File: src/rtl/mem_arb_pkg.sv
// Shared types and constants for the L1 memory-port arbiter.
package mem_arb_pkg;

   typedef enum logic [2:0] {
      IDLE    = 3'd0,
      IC_REQ  = 3'd1,
      IC_WAIT = 3'd2,
      DC_REQ  = 3'd3,
      DC_WAIT = 3'd4
   } arb_state_t;

   typedef enum logic {
      REQ_IC = 1'b0,
      REQ_DC = 1'b1
   } requester_t;

   localparam int unsigned WORD_OFFSET_BITS = 2;

endpackage

File: src/rtl/l1_mem_arbiter.sv
// Arbitrates the external memory port between I-cache line refills and D-cache word accesses.
// Optional macro ARB_ROUND_ROBIN_EN: alternate tie priority instead of favouring the D-cache.
module l1_mem_arbiter
   import mem_arb_pkg::*;
#(
   parameter int unsigned ADDR_W      = 32,
   parameter int unsigned DATA_W      = 32,
   parameter int unsigned BLOCK_WORDS = 4
) (
   input  logic                           clk_i,
   input  logic                           reset_i,
   input  logic                           ic_req_i,
   input  logic [ADDR_W-1:0]              ic_addr_i,
   output logic                           ic_gnt_o,
   output logic                           ic_rvalid_o,
   output logic [$clog2(BLOCK_WORDS)-1:0] ic_beat_o,
   output logic [DATA_W-1:0]              ic_rdata_o,
   output logic                           ic_done_o,
   input  logic                           dc_req_i,
   input  logic                           dc_we_i,
   input  logic [ADDR_W-1:0]              dc_addr_i,
   input  logic [DATA_W-1:0]              dc_wdata_i,
   output logic                           dc_gnt_o,
   output logic [DATA_W-1:0]              dc_rdata_o,
   output logic                           dc_done_o,
   output logic                           mem_req_o,
   output logic                           mem_we_o,
   output logic [ADDR_W-1:0]              mem_addr_o,
   output logic [DATA_W-1:0]              mem_wdata_o,
   input  logic                           mem_ready_i,
   input  logic                           mem_rvalid_i,
   input  logic [DATA_W-1:0]              mem_rdata_i
);

   localparam int unsigned BEAT_W = $clog2(BLOCK_WORDS);
   localparam logic [BEAT_W-1:0] LAST_BEAT = BEAT_W'(BLOCK_WORDS - 1);

   arb_state_t        state_q, state_d;
   logic [BEAT_W-1:0] beat_cnt_q, beat_cnt_d;
   requester_t        tie_winner;
   logic              grant_ic, grant_dc;

   // Offset bits below the line/word boundary never reach the memory bus.
   logic unused_addr;
   assign unused_addr = ^{ic_addr_i[BEAT_W+WORD_OFFSET_BITS-1:0],
                          dc_addr_i[WORD_OFFSET_BITS-1:0]};

   always_ff @(posedge clk_i or posedge reset_i) begin
      if (reset_i) begin
         state_q    <= IDLE;
         beat_cnt_q <= '0;
      end else begin
         state_q    <= state_d;
         beat_cnt_q <= beat_cnt_d;
      end
   end

`ifdef ARB_ROUND_ROBIN_EN
   requester_t last_gnt_q, last_gnt_d;

   // Reset as if the D-cache was served last so the I-cache wins the first tie.
   always_ff @(posedge clk_i or posedge reset_i) begin
      if (reset_i) begin
         last_gnt_q <= REQ_DC;
      end else begin
         last_gnt_q <= last_gnt_d;
      end
   end

   always_comb begin
      last_gnt_d = last_gnt_q;
      if (grant_ic) begin
         last_gnt_d = REQ_IC;
      end else if (grant_dc) begin
         last_gnt_d = REQ_DC;
      end
   end

   assign tie_winner = (last_gnt_q == REQ_DC) ? REQ_IC : REQ_DC;
`else
   assign tie_winner = REQ_DC;
`endif

   assign ic_gnt_o = (state_q == IC_REQ) || (state_q == IC_WAIT);
   assign dc_gnt_o = (state_q == DC_REQ) || (state_q == DC_WAIT);

   always_comb begin
      state_d     = state_q;
      beat_cnt_d  = beat_cnt_q;
      grant_ic    = 1'b0;
      grant_dc    = 1'b0;
      ic_rvalid_o = 1'b0;
      ic_beat_o   = '0;
      ic_rdata_o  = '0;
      ic_done_o   = 1'b0;
      dc_rdata_o  = '0;
      dc_done_o   = 1'b0;
      mem_req_o   = 1'b0;
      mem_we_o    = 1'b0;
      mem_addr_o  = '0;
      mem_wdata_o = '0;

      unique case (state_q)
         IDLE: begin
            if (ic_req_i && dc_req_i) begin
               grant_ic = (tie_winner == REQ_IC);
               grant_dc = (tie_winner == REQ_DC);
            end else begin
               grant_ic = ic_req_i;
               grant_dc = dc_req_i;
            end
            if (grant_ic) begin
               state_d = IC_REQ;
            end else if (grant_dc) begin
               state_d = DC_REQ;
            end
         end

         IC_REQ: begin
            mem_req_o  = 1'b1;
            mem_addr_o = {ic_addr_i[ADDR_W-1:BEAT_W+WORD_OFFSET_BITS], beat_cnt_q,
                          {WORD_OFFSET_BITS{1'b0}}};
            if (mem_ready_i) begin
               state_d = IC_WAIT;
            end
         end

         IC_WAIT: begin
            if (mem_rvalid_i) begin
               ic_rvalid_o = 1'b1;
               ic_rdata_o  = mem_rdata_i;
               ic_beat_o   = beat_cnt_q;
               if (beat_cnt_q == LAST_BEAT) begin
                  ic_done_o  = 1'b1;
                  beat_cnt_d = '0;
                  state_d    = IDLE;
               end else begin
                  beat_cnt_d = beat_cnt_q + BEAT_W'(1);
                  state_d    = IC_REQ;
               end
            end
         end

         DC_REQ: begin
            mem_req_o   = 1'b1;
            mem_we_o    = dc_we_i;
            mem_addr_o  = {dc_addr_i[ADDR_W-1:WORD_OFFSET_BITS], {WORD_OFFSET_BITS{1'b0}}};
            mem_wdata_o = dc_wdata_i;
            if (mem_ready_i) begin
               // Stores complete on acceptance; loads wait for read data.
               if (dc_we_i) begin
                  dc_done_o = 1'b1;
                  state_d   = IDLE;
               end else begin
                  state_d = DC_WAIT;
               end
            end
         end

         DC_WAIT: begin
            if (mem_rvalid_i) begin
               dc_done_o  = 1'b1;
               dc_rdata_o = mem_rdata_i;
               state_d    = IDLE;
            end
         end

         default: begin
            state_d    = IDLE;
            beat_cnt_d = '0;
         end
      endcase
   end

endmodule

File: config.mk
export PLATFORM = sky130hd
export DESIGN_NAME = l1_mem_arbiter
export DESIGN_NICKNAME = d
export VERILOG_FILES = /design/src/rtl/mem_arb_pkg.sv /design/src/rtl/l1_mem_arbiter.sv
export SDC_FILE = /design/constraint.sdc
export NUM_CORES = 1
export LEC_CHECK = 0
export BUFFER_PORTS_ARGS = -buffer_cell sky130_fd_sc_hd__buf_2
export CORE_AREA = 10 10 97 99
export DETAILED_ROUTE_END_ITERATION = 7
export DIE_AREA = 0 0 107 109
export GPL_ROUTABILITY_DRIVEN = 0
export PLACE_DENSITY = 0.6
export RECOVER_POWER = 100
export SLEW_MARGIN = 20
export SYNTH_ARGS = -nofsm -noshare
export SYNTH_HDL_FRONTEND = slang
export SYNTH_SLANG_ARGS = --single-unit
File: constraint.sdc
create_clock -name clk_i -period 2 [get_ports clk_i]
set_clock_uncertainty 0.1 [all_clocks]
set_input_delay 0.4 -clock clk_i [delete_from_list [all_inputs] [get_ports clk_i]]
set_output_delay 0.4 -clock clk_i [all_outputs]
set_load 0.02 [all_outputs]
==> results of run 1 <==
worst reg2reg max path, delay by kind of cell, from the launching register on:
kind	cells	cell delay, ns
AO/OA/AOI/OAI	1	0.26
flip-flops	1	0.42
buffers and inverters	1	0.26
AND/OR/NAND/NOR	1	0.35
state kept, by name, indices dropped and copies added, names as in the netlist:
name / flops
state_q: 3
beat_cnt_q: 2
final cells by class:
cell class	instances	area [um^2]
Fill cell	691	3550
Timing Repair Buffer	295	2350
Multi-Input combinational cell	167	1310
Sequential cell	5	129
Tap cell	102	128
Clock buffer	3	41.3
Inverter	4	15.0
Clock inverter	1	5.00
Yosys cell counts (all sizes together) (2+ instances only):
cell type	n	area (um^2)
a22o	30	263
and2	68	428
and3	33	206
buf	16	119
clkbuf	9	37.5
dfrtp	5	125
inv	4	15.0
nand2	3	11.3
nand2b	3	18.8
nand3b	2	15.0
nor2	3	13.8
nor2b	3	28.8
o21ai	3	15.0
report_power, final:
group | internal [mW] | total, mW | leakage (nW) | switching (mW)
combinational | 2.30 | 4.52 | 2.15 | 2.22
sequential | 0.152 | 0.224 | 0.0583 | 0.0716
clock | 0.134 | 0.191 | 0.0255 | 0.0569
cell families (layout without fill, tap and decap cells):
kind of cell | after synthesis | count (layout)
buffers and inverters | 29 | 303
flip-flops | 5 | 5
XOR/XNOR | 1 | 1
adder cells (fa/ha/maj) | 1 | 1
other | 1 | 2
AO/OA/AOI/OAI | 40 | 40
AND/OR/NAND/NOR | 120 | 123
per-stage QoR:
step	cells	util [%]
5_1_grt	577	52.8
3_3_place_gp	550	37.9
6_report	577	52.8
4_1_cts	565	45.0
3_5_place_dp	550	37.9
2_1_floorplan	198	-
per-layer routing:
layer	up-vias	wire length, um	track usage [%]
met4	0	159	3.19
met5	-	0	0
li1	1249	-	-
met2	170	6230	30.3
met1	1198	3960	15.3
met3	14	1000	5.66
repair_timing:
action / CTS / global route
endpoints found under the hold margin: 5 / 0
pin swaps: 25 / 14
hold buffers: 1 / 0
resized for setup: 126 / 153
buffers inserted: 6 / 8
setup endpoints to repair: 98 / 118
gates cloned: 4 / 7
final timing paths:
kind                                from             end  depth (start not counted)
max in group asynchronous        reset_i      state_q[2]                          3
min reg2reg                beat_cnt_q[1]   beat_cnt_q[1]                          2
min in group asynchronous        reset_i   beat_cnt_q[0]                          3
max                           state_q[2]  mem_addr_o[29]                          6
min                              dc_we_i      state_q[2]                          2
max reg2reg                   state_q[0]      state_q[1]                          3
==> results.md, run 1 <==
- Status: finished with violations
- Failing checks: setup timing
- Die area: 0.0117 mm^2
- CP max FO: 8
- Avg Inst Size Synth: 7.22 um^2
- Top delay family on crit path: flip-flops
- Most frequent cells in the layout: buf_2, buf_6, buf_4
- Vias in the first global route: 2,764
- Htree depth: 1
- Root Buffer Master: clkbuf_8
- Vias per inst: 4.56
- Proportion of synthesized area in mux cells: 0%
- Vias: 2,631
- Critical Path Most Common Cell: buf_6
- Cts bufs inserted: 3
- IO Port Bufs: 263
- Pin count of the biggest net entering global routing: 44
- Core area: 0.00753 mm^2
- Post-route ant nets: 0
- Post-route DRC: 0
- Max-cap viol count: 0
- Initial antenna violation count: 0
- XOR/XNOR Fraction of Synth Area: 0.616%
- CP Class: reg -> out
- Starting Density: 18.9%
- Crit share post-route: 104%
- Fmax: 479 MHz
- TritonCTS clock tree: built
- Critical path's slowest cell: dfrtp_2
- Die width: 107 um
- Peak VDD IR: 544 uV
- Worst-skew pair later-pin latency: 0.22 ns
- Final net count: 612
- Endpoint type of the worst setup path: output pin
- Post-synth top flop: dfrtp_1
- Final hold vios: 0
- Synth Area in Compound Gates: 23.5%
- Crit path largest cell delay: 0.46 ns
- Dpl hpwl: 8.01 mm
- Leakage dissipation: 2.23 nW
- CP cell instances: buf_6 -> nor2b_4 -> and2_4 -> buf_12 -> a22o_1 -> buf_6
- Warnings, synthesis: 0
- Post-synthesis simple-gate area fraction: 53.9%
- CP arrival: 1.59 ns
- Placed inst area: 0.00285 mm^2
- Synthesized area: 0.00142 mm^2
- Tmin final: 2.09 ns
- Iter 0 DRT Violations: 127
- Total Power: 4.94 mW
- GRT Resource Usage Total: 15.5%
- DP Worst Slack: 0.0535 ns
- Post-Syn Instances: 197
- CP Launch Type: flip-flop
- Share of cells above drive strength 1: 74.1%
- # clock sinks: 5
- #FFs+latches synth: 5
- Async SR Flop Fraction: 100%
- Unique masters post-synth: 36
- Router iterations before antenna repair: 4
- Worst setup margin: -0.0870 ns
- Die height: 109 um
- Flop2flop setup slack: 0.51 ns
- Fin. max-slew vios: 0
- Combinational family with the most area after synthesis: simple AND/OR/NAND/NOR gates
- Design area: 0.00398 mm^2
- Post-DR wirelength/cell: 19.7 um
- WP buf/inv: 3
- Number of diodes: 0
- Req. time, crit path: 1.50 ns
- Rows: 32
- Final Setup Violations: 82
- Final setup TNS: -3.22 ns
- Adder-Cell Fraction of Synth Area: 0.880%
- Fin Hold WS: 0.305 ns
- Clock Pin Slew Worst Setup and Hold Paths: 0.04 ns
- I/O pins: 272
- First-pass GRT wire length: 14.8 mm
- EDFF count, synth: 0
- Synth-to-Final Area Change: 180%
- RSZ-0062 raised after global routing: true
- Total congestion overflow: 0
- CTS Buffer Depth: 2
- Commonest non-fill, non-tap cell in the layout: buf_2
- Power per cell area: 1240 mW/mm^2
- Post-Route WL: 11.3 mm
- Hold/Removal Path Class: in -> reg
- Sequential area share after synthesis: 8.80%
Note: power is estimated with default switching activity, not from simulation.
==> run 2, diff against run 1 <==
ABC_AREA = 1   (was unset)
CORE_AREA = 10 10 98 100   (was 10 10 97 99)
DIE_AREA = 0 0 108 110   (was 0 0 107 109)
PLACE_DENSITY = 0.61   (was 0.6)
==> results.md, run 2 <==
- Status: finished with violations
- Failing checks: setup timing
- Worst setup margin: -0.0333 ns (+0.0537 ns)
- Pin count of the biggest net entering global routing: 40 (-9.1%)
- Htree depth: 1 (unchanged)
- Sequential area share after synthesis: 8.00% (-0.80 points)
- Final core utilization: 46.7% (-6.2 points)
- Rows: 32 (unchanged)
- Share of cells above drive strength 1: 56.2% (-18 points)
- CP max FO: 17 (+9)
- Non-Filler Instances: 703 (+22%)
- EDFF count, synth: 0 (unchanged)
- Peak VDD IR: 514 uV (-5.7%)
- Router iterations before antenna repair: 4 (unchanged)
- Dpl hpwl: 8.30 mm (+3.6%)
- Unique masters post-synth: 20 (-44%)
- Number of diodes: 0 (unchanged)
- Post-synth top cells: inv_1, nor2_1, nand3_1, o21ai_0, nand2_1
- Fin. max-slew vios: 0 (unchanged)
- Final net count: 738 (+21%)
- Core area: 0.00765 mm^2 (+1.6%)
- Cts bufs inserted: 3 (unchanged)
- #FFs+latches synth: 5 (unchanged)
- CTS Buffer Depth: 2 (unchanged)
- Synth-to-Final Area Change: 128%
- Share of the synthesized area in the top cell type: 25.0% (-4.5 points)
- Avg Inst Size Synth: 4.67 um^2 (-35%)
- Crit share post-route: 102% (-2.7 points)
- Post-route DRC: 0 (unchanged)
- CP arrival: 1.53 ns (-0.06 ns)
- TritonCTS clock tree: built
- Die area: 0.0119 mm^2 (+1.9%)
- Endpoint type of the worst setup path: output pin
- Top Registers: state_q (3), beat_cnt_q (2)
- Max-cap viol count: 0 (unchanged)
- Worst-skew pair later-pin latency: 0.23 ns (about the same)
- Post-DR wirelength/cell: 15.2 um (-22%)
- I/O pins: 272 (unchanged)
- Hold/Removal Path Class: in -> reg
- Post-Syn Instances: 335 (+70%)
- Commonest non-fill, non-tap cell in the layout: buf_2
- Req. time, crit path: 1.50 ns (about the same)
- GRT Resource Usage Total: 14.4% (-1.1 points)
- CP Launch Type: flip-flop
- RSZ-0062 raised after global routing: true
- Most frequent cells in the layout: buf_2, inv_1, buf_4
- Vias per inst: 4.18 (-8.4%)
- Starting Density: 20.5% (+1.6 points)
- Dpl cells: 684 (+24%)
- Async SR Flop Fraction: 100% (unchanged)
- Most flops, register: state_q
- Fmax: 492 MHz (+2.6%)
- Post-route ant nets: 0 (unchanged)
- # clock sinks: 5 (unchanged)
- Max FFs per register: 3 (unchanged)
- Power per cell area: 1080 mW/mm^2 (-13%)
- Flop2flop setup slack: 0.55 ns (+0.04 ns)
- Warnings, synthesis: 0 (unchanged)
- Initial antenna violation count: 0 (unchanged)
- Post-Route WL: 10.7 mm (-5.5%)
- Clock Pin Slew Worst Setup and Hold Paths: 0.03 ns (about the same)
- First-pass GRT wire length: 14.1 mm (-5.2%)
- Vias in the first global route: 2,819 (+2.0%)
- Final hold vios: 0 (unchanged)
- CP Class: reg -> out
- Die height: 110 um (+0.92%)
- Vias: 2,937 (+12%)
- Root Buffer Master: clkbuf_8
- Leakage dissipation: 2.41 nW (+7.8%)
- Final Setup Violations: 1 (-99%)
- Largest cells by area after synthesis: inv_1, nor2_1, nand3_1
- Die width: 108 um (+0.93%)
- Tmin final: 2.03 ns (-0.0537 ns)
- Area leader, netlist: inv_1
- Post-synth top flop: dfrtp_1
- Iter 0 DRT Violations: 119 (-6.3%)
- IO Port Bufs: 263 (unchanged)
- Total congestion overflow: 0 (unchanged)
- Synthesized area: 0.00156 mm^2 (+10%)
[run 2: cell types whose count changed after synthesis, sizes merged, moves of 3 or more]
cell and delta:
nor2 +105, inv +104, and2 -68, nand3 +36, and3 -33, a22o -30
o21ai +26, nand2 +16, clkbuf -5, a21oi +4, nand2b -3, nor2b -3
[run 2: metrics by stage]
step | setup WS, ns | TNS [ns] | hold WS, ns | power [mW] | instance area (um^2)
2_1_floorplan | 0.128 | 0 | 0.0785 | 2.03 | 1570
3_3_place_gp | 0.0215 | 0 | 0.203 | 3.07 | 2950
3_5_place_dp | 0.0200 | 0 | 0.205 | 3.11 | 2950
4_1_cts | -0.0128 | -0.0492 | 0.371 | 3.38 | 3070
5_1_grt | -0.0902 | -1.40 | 0.387 | 4.16 | 3570
6_report | -0.0333 | -0.0333 | 0.365 | 3.85 | 3570
[run 2: metal layers]
layer / global-route usage, % / vias to the layer above / part of all wire (%)
met1: 13.8 / 1274 / 35
met3: 6.67 / 9 / 12
li1: - / 1489 / -
met4: 3.44 / 0 / 0.89
met5: 0 / - / 0
met2: 27.2 / 165 / 52
[run 2: area by class of cell]
class / count / area (um^2)
Fill cell: 802 / 4080
Timing Repair inverter: 1 / 11.3
Timing Repair Buffer: 280 / 1750
Tap cell: 102 / 128
Inverter: 108 / 428
Multi-Input combinational cell: 203 / 1080
Clock buffer: 4 / 45.0
Sequential cell: 5 / 129
[run 2: cell families after synthesis]
family,synth area share (%)
AND/OR/NAND/NOR,44.2
buffers and inverters,35.4
AO/OA/AOI/OAI,11.4
flip-flops,8.00
adder cells (fa/ha/maj),0.800
other,0.240
[run 2: critical path, stage by stage (launching register included)]
cell and delay [ns]:
dfrtp_2 0.47, nor2_4 0.15, nand2_2 0.10, clkinv_4 0.11
nand2_8 0.11, nor2_1 0.18, buf_4 0.18
[run 2: timing repair]
item                                   in CTS  in global routing
setup buffers                               3                  8
resized for setup                          12                144
setup endpoints to repair                  73                 97
endpoints found under the hold margin       5                  0
pin swaps                                   2                  3
hold buffers                                1                  0
gates cloned                                1                  2
[run 2: path summary, 6_finish.rpt]
| check | startpoint | to | cells after the start |
|---|---|---|---|
| worst max-delay path | state_q[1] | dc_rdata_o[14] | 6 |
| worst min-delay path | dc_we_i | state_q[2] | 4 |
| worst max register to register | state_q[1] | beat_cnt_q[1] | 6 |
| worst min register to register | beat_cnt_q[0] | beat_cnt_q[0] | 2 |
| max in group asynchronous | reset_i | state_q[2] | 3 |
| min in group asynchronous | reset_i | beat_cnt_q[0] | 3 |
[run 2: where the power goes]
part	internal (mW)	switching [mW]	leakage [nW]
registers	0.150	0.0727	0.0593
clock network	0.137	0.0543	0.0228
logic	1.28	2.16	2.32
total	1.56	2.28	2.41
